## src/rtl/layer_priority_mux.sv

```systemverilog
// Layer priority multiplexer: picks the highest-priority visible layer per pixel,
// with per-layer blinking and a per-frame collision snapshot. Two-stage pipeline.
module layer_priority_mux #(
    parameter int                   NUM_LAYERS   = 6,
    parameter int                   COLOR_W      = 8,
    parameter logic [COLOR_W-1:0]   TRANSPARENT  = 8'hFF,
    parameter int                   BLINK_FRAMES = 30
) (
    input  logic                              clk,
    input  logic                              reset,
    input  logic                              startOfFrame,
    input  logic                              pixelValid,
    input  logic [NUM_LAYERS-1:0]             layerRequest,
    input  logic [NUM_LAYERS*COLOR_W-1:0]     layerRGB,
    input  logic [NUM_LAYERS-1:0]             layerEnable,
    input  logic [NUM_LAYERS-1:0]             blinkMask,
    input  logic [COLOR_W-1:0]                backgroundRGB,
    output logic [COLOR_W-1:0]                RGBOut,
    output logic                              RGBValid,
    output logic [$clog2(NUM_LAYERS+1)-1:0]   winnerIdx,
    output logic [NUM_LAYERS-1:0]             collisionFlags
);

    localparam int IDX_W = $clog2(NUM_LAYERS + 1);
    localparam int CNT_W = (BLINK_FRAMES > 1) ? $clog2(BLINK_FRAMES) : 1;

    logic [NUM_LAYERS-1:0] qual;
    logic [NUM_LAYERS-1:0] hit;
    logic [IDX_W-1:0]      win_idx_d, win_idx_q;
    logic [COLOR_W-1:0]    win_rgb_d, win_rgb_q;
    logic                  valid_q;
    logic [NUM_LAYERS-1:0] col_sticky_q;
    logic [CNT_W-1:0]      frame_cnt_q;
    logic                  blink_phase_q;

    genvar gi;
    generate
        for (gi = 0; gi < NUM_LAYERS; gi++) begin : g_layer
            assign qual[gi] = layerRequest[gi] & layerEnable[gi]
                            & (layerRGB[gi*COLOR_W +: COLOR_W] != TRANSPARENT)
                            & ~(blinkMask[gi] & ~blink_phase_q);
            // A hit needs some other layer qualified on the same valid pixel.
            assign hit[gi] = pixelValid & qual[gi]
                           & (|(qual & ~(NUM_LAYERS'(1) << gi)));
        end
    endgenerate

    // Scan from lowest priority upward so the lowest qualified index wins.
    always_comb begin
        win_idx_d = IDX_W'(NUM_LAYERS);
        win_rgb_d = backgroundRGB;
        for (int i = NUM_LAYERS - 1; i >= 0; i--) begin
            if (qual[i]) begin
                win_idx_d = IDX_W'(i);
                win_rgb_d = layerRGB[i*COLOR_W +: COLOR_W];
            end
        end
    end

    always_ff @(posedge clk) begin
        if (reset) begin
            win_idx_q <= IDX_W'(NUM_LAYERS);
            win_rgb_q <= '0;
            valid_q   <= 1'b0;
            winnerIdx <= IDX_W'(NUM_LAYERS);
            RGBOut    <= '0;
            RGBValid  <= 1'b0;
        end else begin
            win_idx_q <= win_idx_d;
            win_rgb_q <= win_rgb_d;
            valid_q   <= pixelValid;
            winnerIdx <= win_idx_q;
            RGBOut    <= win_rgb_q;
            RGBValid  <= valid_q;
        end
    end

    // The startOfFrame pixel already belongs to the new frame.
    always_ff @(posedge clk) begin
        if (reset) begin
            col_sticky_q   <= '0;
            collisionFlags <= '0;
        end else if (startOfFrame) begin
            collisionFlags <= col_sticky_q;
            col_sticky_q   <= hit;
        end else begin
            col_sticky_q   <= col_sticky_q | hit;
        end
    end

    always_ff @(posedge clk) begin
        if (reset) begin
            frame_cnt_q   <= '0;
            blink_phase_q <= 1'b1;
        end else if (startOfFrame) begin
            if (frame_cnt_q == CNT_W'(BLINK_FRAMES - 1)) begin
                frame_cnt_q   <= '0;
                blink_phase_q <= ~blink_phase_q;
            end else begin
                frame_cnt_q   <= frame_cnt_q + 1'b1;
            end
        end
    end

endmodule
```

## config.mk

```make
export PLATFORM = sky130hd
export DESIGN_NAME = layer_priority_mux
export DESIGN_NICKNAME = d
export VERILOG_FILES = /design/src/rtl/layer_priority_mux.sv
export SDC_FILE = /design/constraint.sdc
export NUM_CORES = 1
export LEC_CHECK = 0
export ABC_AREA = 1
export CORE_UTILIZATION = 47
export CTS_BUF_LIST = sky130_fd_sc_hd__clkbuf_8 sky130_fd_sc_hd__clkbuf_16
export CTS_CLUSTER_DIAMETER = 200
export CTS_CLUSTER_SIZE = 30
export DETAILED_ROUTE_END_ITERATION = 6
export PLACE_DENSITY = 0.86
export REMOVE_ABC_BUFFERS = 1
export SETUP_SLACK_MARGIN = 0.1
export SLEW_MARGIN = 10
export SYNTH_ARGS = -nofsm -noshare
export SYNTH_HDL_FRONTEND = slang
export SYNTH_SLANG_ARGS = --single-unit
```

## constraint.sdc

```tcl
create_clock -name clk -period 2.3 [get_ports clk]
set_input_delay 0.575 -clock clk [delete_from_list [all_inputs] [get_ports clk]]
set_output_delay 0.575 -clock clk [all_outputs]
set_load 0.01 [all_outputs]
```

# Yosys cells after proc, flatten, opt, wreduce, memory -nomap -nowiden
# Index checks and enable logic that the tools add are counted.
# word_totals
regBits,42
output_inout_bits,18
input_bits,78
# op_classes
eq_ne,7
n_addsub,1
n_mux,14
reduce_logical,8
bitwise,44
# ops
cell,count
$mux W8,6
$ne A8 B8 Y1 const B,6
$and A1 B1 Y1,36
$reduce_or A5 Y1,6
$mux W3,4
$not A1 Y1,7
$mux W6,1
$or A6 B6 Y6,1
$add A5 B1 Y5 const B,1
$eq A5 B5 Y1 const B,1
$mux W5,1
$mux W2,2
$reduce_and A2 Y1,1
$reduce_or A2 Y1,1

# Longest topological paths before layout
# depth
depth_word,10
mapped_depth,12
depth_no_buf,11

# Worst setup path after synthesis
# No wires, ideal clock.
# synth_path
kind,input to register
startpoint,input port layerRGB[21]
endpoint,register col_sticky_q[5]
n_path_buf,1
cell_stages,10
t_arrival_ns,1.371
setup_slack_ns,0.813
setup_ns,0.117
path_cell_list,nand2_1 -> nor2_1 -> nand4_1 -> nand2_1 -> buf_2 -> nand2_1 -> nor2_1 -> nand2_1 -> nand3_1 -> o21ai_1
# synth_via
elab_chain_len,7
# synth_lines
item,line_no,text
from (decl),14,"input logic [NUM_LAYERS*COLOR_W-1:0] layerRGB,"
$ne A8 B8 Y1 *,40,& (layerRGB[gi*COLOR_W +: COLOR_W] != TRANSPARENT)
$and A1 B1 Y1 *,40,
$and A1 B1 Y1 *,41,& ~(blinkMask[gi] & ~blink_phase_q);
$reduce_or A5 Y1 *,44,& (|(qual & ~(NUM_LAYERS'(1) << gi)));
$and A1 B1 Y1 *,44,
$or A6 B6 Y6,87,col_sticky_q <= col_sticky_q | hit;
$mux W6 *,83,end else if (startOfFrame) begin
to (signal assigned),85,col_sticky_q <= hit;
to (signal assigned),87,
to (decl),32,logic [NUM_LAYERS-1:0] col_sticky_q;
# Mark *: on every way between the ends. The rest lies on a longest branch, timed or not.
# A chain may end at the register's enable or synchronous reset.

# Final worst setup path
# layout_path
startpoint,input port layerRGB[41]
endpoint,register win_rgb_q[0]
# layout_via
elab_chain_len,9
# layout_lines
item,line_no,text
$ne A8 B8 Y1,40,
$and A1 B1 Y1,40,
$and A1 B1 Y1,41,
$mux W8 (6 in a row),53,if (qual[i]) begin
to (signal assigned),70,win_rgb_q <= win_rgb_d;
to (decl),30,"logic [COLOR_W-1:0] win_rgb_d, win_rgb_q;"
# No other way between the ends.

==> metrics <==
P_leak=0.00160 uW; M1 GR Usage=0.320; Worst path depth=11; number of global-route vias before repair=2406; DR DRC count=0; status=finished, final reports clean; VDD IR-drop max=336 uV; Finished Layout Cells=526; min cycle time layout=1.93 ns; share of cells above drive strength 1=0.111; H-tree levels=2; asr flop ratio synth=0; Routed WL per cell=12.1 um; CP Buf/Inv Count=1; crit path cell chain=clkdlybuf4s50_1 -> nand2_1 -> nor2_4 -> nand2_1 -> nand2_2 -> nand3_1 -> nand3_1 -> nand2_1 -> nand2_1 -> nand2_1 -> a21oi_2; die width=73.0 um; #FFs+latches synth=42; Hold/Removal Path Class=reg -> reg; drt total wl=6.37 mm; largest net degree at the start of global routing=17; Post-synth EDFFs=0; global-route wire length before repair=10.6 mm; core footprint=4790 um2; nets@finish=538; sequential-to-total area share from yosys stat=0.355; vias per cell=4.92; FMAX=0.517 GHz; initial drt markers=144; grt peak-use layer=met2; post-CTS setup repair buffer count=0; CTS Buf Count=5; R2R cell count=8; final setup TNS=0 ns; count of input and output buffers=95; unrepaired setup endpoints after global routing=no; remaining global-route overflow=0; Max Fanout on Critical Path=11; Final Util=0.736; WS Path Type=in -> reg; Post-Syn Instances=354; Final setup viols=0; final hold vios=0; power per cell area=480 nW/um2; Setup crit end kind=register; CP Launch Type=input pin; Critical Path End=win_rgb_q[0]; Root Driver=clkbuf_8; clock sink total=42; WP data arrival=2.15 ns; worst hold margin=0.403 ns; Reg clk slew, reported paths=0.08 ns; Area Overhead vs Synth=48.8%; Die H=73.0 um; post-synth top area cell=dfxtp_1; worst flop-to-flop path startpoint=blink_phase_q; CP delay by family, top=simple AND/OR/NAND/NOR gates; Die ar.=5320 um2; vias=2589; Worst Hold Launch=win_idx_q[0]; Slew headroom=0.675; Critical Path RT=2.52 ns; Placed Cells=518; M3 GR Usage=0.0442; CTS tree=yes; IO Pins=96; worst clock skew=0.00880 ns; fin area=3520 um2; GR Util met2=0.458; Critical Path Max Stage Delay=0.48 ns; synth top area cells=dfxtp_1 36%, nand2_1 16%, nand3_1 8.2%; synth unique cells=30; CTS Hold Bufs=0; R2R Setup Slk=0.75 ns; top-count cell post-synth=nand2_1; Slew @ Worst Pin=0.486 ns; Avg Synthesized Cell Area=6.69 um2; Slowest cell on crit path=clkdlybuf4s50_1; most frequent cell on the critical path=nand2_1; warnings from Yosys=0; Post-DP Area=3440 um2; Post-synth top flop=dfxtp_1; DPL Wire Length=5.07 mm; top post-synthesis cells by count=99 x nand2_1, 51 x inv_1, 42 x dfxtp_1; GRT Total Usage=0.257; Rows=25; initial antenna violation count=0; MaxCap Viol Count=0; CTS max path bufs=2; Ant. Diodes=0; Synth top area share=0.355; Worst Setup SP=layerRGB[41]; post_cts resized=0; R2R Path End=win_rgb_q[3]; Slew Limit Fails=0; DR pass1 iterations=4; clock latency on the worst-skew pair=0.29 ns; Initial Util=0.495; gpl congestion=0.863; cell area after synthesis=2370 um2; Final period util=0.841; DRT antenna net count=0
## cell type report
type	instances	area [um2]
Fill cell	381	1260
Multi-Input combinational cell	247	1250
Timing Repair Buffer	107	1050
Sequential cell	42	841
Inverter	55	210
Tap cell	67	83.8
Clock buffer	5	68.8
Clock inverter	3	17.5
## cell families (layout without fill, tap and decap cells)
family,after synthesis,count (layout),share of synthesized area
buf+inv,65,170,0.117
flops,42,42,0.355
fa+ha+maj,2,2,0.0106
xor+xnor,3,3,0.0111
simple gates,190,190,0.366
compound gates,52,52,0.140
## routing by layer
layer / up-vias / part of all wire
met5: - / 0
met4: 0 / 0.014
met3: 10 / 0.087
met2: 114 / 0.48
met1: 1148 / 0.42
li1: 1317 / -
## state kept, by name, indices dropped and copies added (netlist names), 3 cells and up
register / count
RGBOut: 8
col_sticky_q: 6
collisionFlags: 6
frame_cnt_q: 5
win_idx_q: 3
win_rgb_q: 8
winnerIdx: 3
## cells in the final DEF, fill, tap and decap left out
cell type and instances:
nand2_1 99, clkdlybuf4s50_1 95, inv_1 52, dfxtp_1 42
nand3_1 39, nor2_1 30, o21ai_0 24, a21oi_1 11
buf_4 11, a21oi_2 9, clkbuf_8 5, nand4_1 4
nand2_4 4, o21ai_1 4, nand2_2 3, a21oi_4 3
nor2_2 2, nor2_4 2, inv_2 2, clkinv_2 2
xor2_1 2, nor3_1 2, or2_2 2, nand3_2 2
ha_1 2, inv_4 1, nand4_4 1, a211oi_1 1
xnor2_1 1, clkinv_4 1, buf_12 1
## power breakdown
part           switching (uW)  internal (uW)  leakage (uW)
combinational             211            237       0.00120
sequential               15.7            771      0.000346
clock                     247            210     0.0000493
total                     474           1220       0.00160
## worst min-delay path by stage
stage                              end  slack (ns)  cells past startpoint
final                     winnerIdx[0]        0.40                      2
after global routing          RGBValid        0.42                      2
after floorplan              RGBOut[0]        0.39                      2
after CTS                    RGBOut[0]        0.41                      2
after detailed placement     RGBOut[0]        0.40                      2
after global placement       RGBOut[5]        0.39                      2
## metrics by stage
stage | setup WS, ns | power, uW
6_report | 0.366 | 1690
5_1_grt | 0.197 | 1790
4_1_cts | 0.372 | 1690
3_5_place_dp | 0.0988 | 1250
3_3_place_gp | 0.138 | 1240
2_1_floorplan | 0.648 | 994
## worst reg2reg max path, stage by stage, from the launching register on
cell and delay [ns]:
dfxtp_1 0.38, inv_4 0.11, a21oi_1 0.16, nand2_1 0.18, buf_4 0.22, o21ai_0 0.19
inv_1 0.07, nand2_1 0.08, a21oi_2 0.05
No activity file was read; power rests on OpenSTA's default activity.
